## src/rtl/nexys4_ddr.sv

```systemverilog
// Nexys4-DDR top: UART debug master (udm) drives LED/SW registers and a byte-stream hash.
// Define TESTMEM_EN to map a TESTMEM_WORDS x 32 RAM at 0x8xxxxxxx; otherwise that region is unmapped.

// udm frames: 0x55 sync, then command byte.
//   0x00 check (replies 0x55), 0x80/0xC0 assert/release hreset,
//   0x81 write (addr LE, data LE), 0x82 read (addr LE, replies 4 data bytes LE).
module udm #(
  parameter int BAUD_DIV = 868
) (
  input  logic        clk,
  input  logic        rst_n,
  input  logic        rx,
  output logic        tx,
  output logic        rst_o,
  output logic        req,
  output logic        we,
  output logic [31:0] addr,
  output logic [3:0]  be,
  output logic [31:0] wdata,
  input  logic        ack,
  input  logic        resp,
  input  logic [31:0] rdata
);
  localparam logic [15:0] BIT_LAST = 16'(BAUD_DIV - 1);
  localparam logic [15:0] BIT_HALF = 16'(BAUD_DIV / 2 - 1);

  typedef enum logic [2:0] {S_SYNC, S_CMD, S_ADDR, S_DATA, S_BUS, S_WAIT, S_TX} state_t;
  state_t state_q, state_d;

  logic        rx_s1, rx_s, rx_busy, rx_vld;
  logic [15:0] rx_cnt, tx_cnt;
  logic [3:0]  rx_bit, tx_bit;
  logic [7:0]  rx_byte, tx_byte;
  logic        tx_busy, tx_start;
  logic [9:0]  tx_sh;
  logic [1:0]  cnt_q;
  logic        we_q, hreset_q;
  logic [31:0] addr_q, wdata_q, txbuf_q;
  logic [2:0]  txn_q;

  // RX: sample near mid-bit; a start bit that does not hold is treated as a glitch
  always_ff @(posedge clk) begin
    rx_s1  <= rx;
    rx_s   <= rx_s1;
    rx_vld <= 1'b0;
    if (!rst_n) begin
      rx_s1   <= 1'b1;
      rx_s    <= 1'b1;
      rx_busy <= 1'b0;
      rx_cnt  <= '0;
      rx_bit  <= '0;
    end else if (!rx_busy) begin
      if (!rx_s) begin
        rx_busy <= 1'b1;
        rx_cnt  <= BIT_HALF;
        rx_bit  <= '0;
      end
    end else if (rx_cnt != 16'd0) begin
      rx_cnt <= rx_cnt - 16'd1;
    end else begin
      rx_cnt <= BIT_LAST;
      rx_bit <= rx_bit + 4'd1;
      if (rx_bit == 4'd0) begin
        if (rx_s) rx_busy <= 1'b0;
      end else if (rx_bit <= 4'd8) begin
        rx_byte <= {rx_s, rx_byte[7:1]};
      end else begin
        rx_busy <= 1'b0;
        rx_vld  <= rx_s;
      end
    end
  end

  always_ff @(posedge clk) begin
    if (!rst_n) begin
      tx_busy <= 1'b0;
      tx_sh   <= '1;
      tx_cnt  <= '0;
      tx_bit  <= '0;
    end else if (!tx_busy) begin
      if (tx_start) begin
        tx_busy <= 1'b1;
        tx_sh   <= {1'b1, tx_byte, 1'b0};
        tx_cnt  <= BIT_LAST;
        tx_bit  <= '0;
      end
    end else if (tx_cnt != 16'd0) begin
      tx_cnt <= tx_cnt - 16'd1;
    end else begin
      tx_cnt <= BIT_LAST;
      tx_sh  <= {1'b1, tx_sh[9:1]};
      tx_bit <= tx_bit + 4'd1;
      if (tx_bit == 4'd9) tx_busy <= 1'b0;
    end
  end

  always_comb begin
    state_d  = state_q;
    req      = 1'b0;
    tx_start = 1'b0;
    tx_byte  = txbuf_q[7:0];
    case (state_q)
      S_SYNC: if (rx_vld && rx_byte == 8'h55) state_d = S_CMD;
      S_CMD: if (rx_vld) begin
        case (rx_byte)
          8'h00:        state_d = S_TX;
          8'h81, 8'h82: state_d = S_ADDR;
          default:      state_d = S_SYNC;
        endcase
      end
      S_ADDR: if (rx_vld && cnt_q == 2'd3) state_d = we_q ? S_DATA : S_BUS;
      S_DATA: if (rx_vld && cnt_q == 2'd3) state_d = S_BUS;
      S_BUS: begin
        req = 1'b1;
        if (ack) state_d = we_q ? S_SYNC : S_WAIT;
      end
      S_WAIT: if (resp) state_d = S_TX;
      S_TX: if (!tx_busy) begin
        tx_start = 1'b1;
        if (txn_q == 3'd1) state_d = S_SYNC;
      end
      default: state_d = S_SYNC;
    endcase
  end

  always_ff @(posedge clk) begin
    if (!rst_n) begin
      state_q  <= S_SYNC;
      hreset_q <= 1'b0;
    end else begin
      state_q <= state_d;
      if (state_q == S_CMD && rx_vld && rx_byte == 8'h80) hreset_q <= 1'b1;
      if (state_q == S_CMD && rx_vld && rx_byte == 8'hC0) hreset_q <= 1'b0;
    end
  end

  always_ff @(posedge clk) begin
    case (state_q)
      S_CMD: if (rx_vld) begin
        we_q    <= (rx_byte == 8'h81);
        cnt_q   <= '0;
        txbuf_q <= 32'h55;
        txn_q   <= 3'd1;
      end
      S_ADDR: if (rx_vld) begin
        addr_q <= {rx_byte, addr_q[31:8]};
        cnt_q  <= cnt_q + 2'd1;
      end
      S_DATA: if (rx_vld) begin
        wdata_q <= {rx_byte, wdata_q[31:8]};
        cnt_q   <= cnt_q + 2'd1;
      end
      S_WAIT: if (resp) begin
        txbuf_q <= rdata;
        txn_q   <= 3'd4;
      end
      S_TX: if (!tx_busy) begin
        txbuf_q <= txbuf_q >> 8;
        txn_q   <= txn_q - 3'd1;
      end
      default: ;
    endcase
  end

  assign tx    = tx_sh[0];
  assign rst_o = hreset_q;
  assign we    = we_q;
  assign addr  = addr_q;
  assign be    = 4'hF;
  assign wdata = wdata_q;
endmodule

module nexys4_ddr #(
  parameter string SIM           = "NO",
  parameter int    UDM_BAUD_DIV  = 868,
  parameter int    TESTMEM_WORDS = 256
) (
  input  logic        CLK100MHZ,
  input  logic        CPU_RESETN,
  input  logic [15:0] SW,
  output logic [15:0] LED,
  input  logic        UART_TXD_IN,
  output logic        UART_RXD_OUT
);
  localparam logic [9:0] STRETCH_LAST = (SIM == "YES") ? 10'd15 : 10'd1023;

  logic        stretch_q, udm_rst, srst;
  logic [9:0]  stretch_cnt;
  logic        bus_req, bus_we, bus_ack;
  logic [31:0] bus_addr, bus_wdata, bus_rdata;
  logic [3:0]  bus_be, region;
  logic        wr, rd, done;
  logic [15:0] led_q, sw_s1, sw_s2;
  logic [31:0] len_q, n_q;
  logic [4:0]  rp_q;
  logic [7:0]  h_q [32];
  logic [7:0]  h_cur;
  logic        resp_p1;
  logic [31:0] rdata_p1;
  logic        unused_bits;

  always_ff @(posedge CLK100MHZ) begin
    if (!CPU_RESETN) begin
      stretch_q   <= 1'b1;
      stretch_cnt <= '0;
    end else if (stretch_q) begin
      stretch_cnt <= stretch_cnt + 10'd1;
      if (stretch_cnt == STRETCH_LAST) stretch_q <= 1'b0;
    end
  end
  assign srst = stretch_q | udm_rst;

  // The debug master survives its own hreset so the host keeps the link
  udm #(.BAUD_DIV(UDM_BAUD_DIV)) udm (
    .clk(CLK100MHZ), .rst_n(CPU_RESETN), .rx(UART_TXD_IN), .tx(UART_RXD_OUT),
    .rst_o(udm_rst), .req(bus_req), .we(bus_we), .addr(bus_addr), .be(bus_be),
    .wdata(bus_wdata), .ack(bus_ack), .resp(resp_p1), .rdata(bus_rdata)
  );

  assign bus_ack = bus_req;
  assign wr      = bus_req & bus_we;
  assign rd      = bus_req & ~bus_we;
  assign region  = bus_addr[31:28];
  assign done    = (n_q == len_q) && (len_q != 32'd0);
  assign h_cur   = h_q[n_q[4:0]];

  always_ff @(posedge CLK100MHZ) begin
    sw_s1 <= SW;
    sw_s2 <= sw_s1;
  end

  always_ff @(posedge CLK100MHZ) begin
    if (srst) begin
      led_q <= '0;
      len_q <= '0;
      n_q   <= '0;
      rp_q  <= '0;
      for (int i = 0; i < 32; i++) h_q[i] <= '0;
    end else begin
      if (wr) begin
        case (region)
          4'h0: if (!bus_addr[2]) led_q <= bus_wdata[15:0];
          4'h1: begin
            len_q <= bus_wdata;
            n_q   <= '0;
            rp_q  <= '0;
            for (int i = 0; i < 32; i++) h_q[i] <= '0;
          end
          4'h2: if (n_q < len_q) begin
            h_q[n_q[4:0]] <= {h_cur[6:0], h_cur[7]} ^ bus_wdata[7:0] ^ n_q[7:0];
            n_q           <= n_q + 32'd1;
          end
          default: ;
        endcase
      end
      if (rd && region == 4'h3) rp_q <= rp_q + 5'd1;
    end
  end

  // Read data stage: resp follows the read ack by one cycle
  always_ff @(posedge CLK100MHZ) begin
    if (!CPU_RESETN) resp_p1 <= 1'b0;
    else             resp_p1 <= rd;
    rdata_p1 <= '0;
    if (rd) begin
      case (region)
        4'h0: rdata_p1 <= bus_addr[2] ? {16'h0, sw_s2} : {16'h0, led_q};
        4'h1: rdata_p1 <= {done, 15'h0, n_q[15:0]};
        4'h3: rdata_p1 <= {24'h0, h_q[rp_q]};
        default: ;
      endcase
    end
  end

`ifdef TESTMEM_EN
  localparam int MAW = (TESTMEM_WORDS > 1) ? $clog2(TESTMEM_WORDS) : 1;
  logic [31:0]    mem [TESTMEM_WORDS];
  logic [31:0]    mem_rd_p1;
  logic           mem_sel_p1;
  logic [MAW-1:0] mem_idx;

  assign mem_idx = MAW'(bus_addr[9:2]);

  always_ff @(posedge CLK100MHZ) begin
    if (wr && region == 4'h8)
      for (int b = 0; b < 4; b++)
        if (bus_be[b]) mem[mem_idx][8*b +: 8] <= bus_wdata[8*b +: 8];
    mem_rd_p1  <= mem[mem_idx];
    mem_sel_p1 <= rd && region == 4'h8;
  end
  assign bus_rdata = mem_sel_p1 ? mem_rd_p1 : rdata_p1;
`else
  assign bus_rdata = rdata_p1;
`endif

  assign LED         = led_q;
  assign unused_bits = ^{bus_addr[27:0], bus_be};
endmodule

```

## config.mk

```make
export PLATFORM = sky130hd
export DESIGN_NAME = nexys4_ddr
export DESIGN_NICKNAME = d
export VERILOG_FILES = /design/src/rtl/nexys4_ddr.sv
export SDC_FILE = /design/constraint.sdc
export NUM_CORES = 1
export LEC_CHECK = 0
export BUFFER_PORTS_ARGS = -buffer_cell sky130_fd_sc_hd__buf_2
export CORE_ASPECT_RATIO = 0.9
export CORE_MARGIN = 2
export CORE_UTILIZATION = 25
export DETAILED_ROUTE_END_ITERATION = 8
export PLACE_DENSITY_LB_ADDON = 0.15
export SLEW_MARGIN = 20
export SYNTH_ARGS = -nofsm -noshare
export SYNTH_HDL_FRONTEND = slang
export SYNTH_SLANG_ARGS = --single-unit
```

## constraint.sdc

```tcl
create_clock -name CLK100MHZ -period 6.1 [get_ports CLK100MHZ]
set_input_delay 0 -clock CLK100MHZ [delete_from_list [all_inputs] [get_ports CLK100MHZ]]
set_output_delay 0 -clock CLK100MHZ [all_outputs]
set_load 0.01 [all_outputs]
```

# Word-level counts from Yosys, hierarchy flattened
# Memory sizes are Yosys's and may differ from the RTL's. A register that Yosys moved wholly into a read port is not among the register bits.
# Cells that the tools add are included.
[totals]
regBits = 330
latch_bits = 0
mem_bits_rw = 256
rom_bits = 0
elab_cells = 263
n_memories = 1
[classes]
addsub = 9
multipliers = 0
div_mod_pow = 0
n_lt_le_gt_ge = 2
n_eq_ne = 32
n_shift = 0
mux = 109
bitwise_logic = 43
n_reduce_logical = 38
[memory_table]
columns = ["memory", "depth", "word_bits", "read_ports", "rd_ports_with_merged_regs", "wr", "line", "rtl"]
rows = [
  ["h_q", 32, 8, 2, 2, 32, "196", "logic [7:0] h_q [32];"],
]
[op_table]
columns = ["op", "n"]
rows = [
  ["two-way mux 8 bit", 33],
  ["one-hot mux 32 bit (3 select lines)", 2],
  ["two-way mux 32 bit", 4],
  ["two-way mux 16 bit", 7],
  ["one-hot mux 32 bit (2 select lines)", 1],
  ["two-way mux 5 bit", 8],
  ["two-way mux 3 bit", 13],
  ["bitwise OR 1 bit", 33],
  ["adder 32 x 1 -> 32 bit (second input constant)", 1],
  ["== test 32 bit", 1],
  ["== test 8 bit (second input constant)", 4],
  ["less-than comparator 32 bit", 1],
  ["nonzero test 16 bit", 2],
  ["nonzero test 32 bit", 1],
  ["subtractor 16 x 1 -> 16 bit (second input constant)", 2],
  ["two-way mux 10 bit", 3],
  ["two-way mux 1 bit", 26],
  ["two-way mux 4 bit", 6],
  ["one-hot mux 3 bit (7 select lines)", 1],
  ["XOR 8 bit", 2],
  ["!= test 2 bit (second input constant)", 7],
  ["AND reduction 2 bit", 7],
  ["!= test 2 x 1 -> 1 bit (second input constant)", 6],
  ["adder 10 x 1 -> 10 bit (second input constant)", 1],
  ["other kinds (33)", 61],
]

# Depth between registers and ports, before layout
[depth]
word_depth = 8
depth_mapped = 11
ltp_nobuf = 8

# Modules after synthesis
# A second synthesis with hierarchy kept.
[unflattened]
cells_unflattened = 2177
hier_area_um2 = 27535.2
[by_module_without_submodules]
columns = ["mod", "instances", "cells_each", "area_each_um2"]
rows = [
  ["nexys4_ddr", 1, 1607, 20589.7],
  ["udm", 1, 570, 6945.4],
]

# Worst setup path after synthesis
# OpenSTA, ideal clock, no wires.
[synth_timing]
path_kind = "flip-flop to flip-flop"
start = "reg udm.state_q[1]"
end = "reg udm.wdata_q[0] (netlist: udm.wdata[0]), enable pin"
setup_ns = 0.461
arrival_time_ns = 3.092
required_ns = 5.639
path_slack_ns = 2.547
path_stages_with_launch = 5
n_path_buf = 2
period_less_slack_ns = 3.553
cell_sequence = "dfxtp_1 > clkbuf_1 > clkbuf_1 > nand2_1 > nor3_1"
[synth_between]
elab_chain_cells = 2
[synth_lines]
columns = ["element", "line", "rtl"]
rows = [
  ["start, declared", "28", "state_t state_q, state_d;"],
  ["start signal, assigned", "131", "state_q <= state_d;"],
  ["== test 3 x 2 -> 1 bit", "138", "case (state_q)"],
  ["AND reduction 2 bit (no source line)", "--", ""],
  ["end signal, assigned", "150", "wdata_q <= {rx_byte, wdata_q[31:8]};"],
  ["end, declared", "38", "logic [31:0] addr_q, wdata_q, txbuf_q;"],
]
# Every way passes these cells.
# A chain may end at the register's enable or synchronous reset.

==> impl_results.md <==
- Number of flops mapped to enable cells by yosys: 328
- Register bit total from synthesis: 542
- Post-route setup TNS: 0 ps
- GPL Wtd Cong: 0.796
- PD cells: 243 nW/um^2
- Worst EP arrival: 4750 ps
- CTS tree: built
- Die W: 359 microns
- Sequential Area: 14100 sq um
- DP Wirelength: 58200 microns
- Clock-pin slew on the worst setup and hold paths: 60 ps
- Synth-to-Final Area Change: 15.5%
- Layout cells sized above 1: 0.300
- CTS Buf Count: 67
- RSZ-0062 raised after global routing: false
- Netlist cell types: 64
- Largest net degree at the start of global routing: 97
- Footprint of the multi-input gates: 13300 sq um
- Final Max Tran Viols: 0
- Run status: finished, final reports clean
- Max cap viols: 0
- Clk sinks: 542
- Port Buffers: 35
- Headroom to the max-slew limit: 0.280
- CTS resizes: 0
- H-Tree Depth: 3
- Hold_buf cts: 32
- Max clock buf depth: 3
- Syn Area/Cell: 13.0 sq um
- Ys async rst share: 0
- Vias in the first global route: 19400
- Final Cycle Share: 0.708
- Tmin final: 4320 ps
- Top cells by area, synth: edfxtp_1, dfxtp_1, mux4_2, nor4b_2, nand2_1
- Chip height: 324 microns
- First-pass DRT Iterations: 5
- Yosys warns: 0
- Seq/Total Area, Yosys: 0.498
- Initial antenna violation count: 4
- Layout fillers: 11300
- Routed WL: 91500 microns
- FMAX: 0.232 GHz
- M3 GR Usage: 0.0213
- First-pass GRT wire length: 136000 microns
- Syn_nets: 2253
- Post-DRT Antenna Nets: 0
- P_leak: 10.2 nW
- Worst-Skew Late Latency: 640 ps
- Residual DRC count: 0
- Critical Path Start Type: register
- Cells after Synth: 2185
- Vias: 19200
- Met1 GRT Util: 0.218
- Placeable core area: 113000 sq um
- Main flop type after synthesis: edfxtp_1
- CP required: 6530 ps
- Nets@finish: 2257
- I/O pins: 36
- Starting density of the core: 0.252
- Number of cell rows: 117
- Met2 Track Usage GR: 0.254
- Synth area leader: edfxtp_1
- Remaining Overflow, GRT: 0
- Min-delay worst type: in -> reg
- Crit Path Class: reg -> reg
- Total GRT Usage: 0.157
- Max IR drop VDD: 0.161 mV
- Crit. End Element: register
- Initial detailed-routing violation count: 1649
- Post-CTS setup buffer count: 0
- Endpoints failing setup: 0
- Synth top area share: 0.347
- Routed len/inst: 24.5 microns
- DIE AREA: 116000 sq um
- Most crowded layer after global routing: met2
- Vias/cell: 5.14
- CTS root buf: clkbuf_16
- Worst-path fanout max: 58
- Mapped cell area: 28400 sq um
- Final Hold Fails: 0
- Overall Power: 7.97 mW
- Clock Skews: 33.1 ps
- Worst slew pin tran: 1080 ps
## worst paths after layout
path	start	cells past startpoint	slack [ps]	endpoint
max reg2reg	udm.addr[28]$_DFFE_PP_	7	1780	h_q[20][4]$_SDFFCE_PN0P_
min	SW[2]	2	30	sw_s1[2]$_DFF_P_
min reg2reg	sw_s1[3]$_DFF_P_	0	310	sw_s2[3]$_DFF_P_
max	udm.addr[28]$_DFFE_PP_	7	1780	h_q[20][4]$_SDFFCE_PN0P_
## stage by stage
| stage | utilization | instance area, sq um | setup WS [ps] | hold slack (ps) | instances |
|---|---|---|---|---|---|
| after floorplan | - | 28400 | 2550 | 27.7 | 2185 |
| after global placement | 0.269 | 30300 | 1960 | 103 | 3575 |
| after detailed placement | 0.269 | 30400 | 1900 | 104 | 3575 |
| after CTS | 0.291 | 32800 | 1840 | 2.72 | 3730 |
| after global routing | 0.291 | 32800 | 1580 | 12.8 | 3730 |
| final | 0.291 | 32800 | 1780 | 29.0 | 3731 |
## synth_stat cells (6+ instances only)
library cell    n
nor4b_2       240
nand3b_1        7
o21ai_0        81
nor4b_1        19
or2_2           6
nor3b_1         7
nand2_1       177
nor2b_1         6
and3_1         20
or3_1          16
buf_1          27
o22ai_1        10
a21o_1          8
o21a_1         10
o211ai_1       12
mux2_2         18
a211oi_1        7
nor3_1         23
nand2b_1       10
xnor2_1        20
nand4_1        26
clkbuf_1      153
buf_2          15
a31oi_1        38
inv_1          60
ha_1           49
nor4_1         23
mux2i_1        27
dfxtp_1       214
a22oi_1        22
a21oi_1       121
mux4_2        160
and2_1         15
edfxtp_1      328
nand3_1        35
nor2_1         90
buf_4          22
## layout by cell type, fill, tap and decap left out, types with 13 or more instances in the layout
master / n
edfxtp_1: 328
nor4b_2: 241
dfxtp_1: 209
nand2_1: 176
mux4_2: 160
a21oi_1: 120
nor2_1: 87
buf_4: 83
clkbuf_16: 68
inv_1: 60
o21ai_0: 52
ha_1: 45
a31oi_1: 38
buf_2: 35
nand3_1: 34
dlygate4sd3_1: 32
o21ai_1: 31
mux2i_1: 27
nand4_1: 26
a22oi_1: 22
nor4_1: 22
nor3_1: 21
clkbuf_1: 21
and3_1: 20
nor4b_1: 18
mux2_2: 18
and2_1: 15
or3_1: 15
clkinv_1: 13
## cell type report
cell class / instances / share of cell area
Antenna cell: 1 / 0.0000763
Sequential cell: 542 / 0.431
Inverter: 61 / 0.00698
Multi-Input combinational cell: 1365 / 0.405
Clock buffer: 92 / 0.0555
Timing Repair Buffer: 152 / 0.0353
Clock inverter: 31 / 0.00911
Tap cell: 1487 / 0.0567
## worst max-delay path: stages (launching register included)
cell      delay (ps)
edfxtp_1         500
nor4b_4          640
o211ai_1         390
a211o_1          400
o31ai_4          300
nand4_1          740
buf_4            720
nor4b_2          390
## power breakdown
| group | internal [mW] | switching, mW |
|---|---|---|
| combinational | 0.0584 | 0.0874 |
| clock | 2.25 | 1.68 |
| sequential | 3.87 | 0.0201 |
| total | 6.18 | 1.79 |
## kinds of logic after synthesis
logic type	share of synthesized area
flip-flops	0.498
AO/OA/AOI/OAI	0.0750
AND/OR/NAND/NOR	0.214
multiplexers	0.144
XOR/XNOR	0.00771
buffers and inverters	0.0403
adder cells (fa/ha/maj)	0.0216
## registers in the layout (all words and copies together) (netlist names), 2 cells and up, named ones only
name         cells
h_q            256
len_q           32
n_q             32
udm.wdata       32
udm.txbuf_q     18
bus_rdata       17
LED             16
sw_s1           16
sw_s2           16
udm.rx_cnt      16
udm.tx_cnt      16
stretch_cnt     10
udm.tx_sh        9
udm.addr         8
udm.rx_byte      8
rp_q             5
udm.rx_bit       4
udm.tx_bit       4
udm.state_q      3
udm.txn_q        3
udm.cnt_q        2
## metal layers
layer / wire [microns] / part of all wire / vias up
li1: - / - / 8583
met1: 42600 / 0.47 / 10000
met2: 42800 / 0.47 / 443
met3: 3800 / 0.042 / 123
met4: 2320 / 0.025 / 0
met5: 0 / 0 / -
Note: power is estimated with default switching activity, not from simulation.
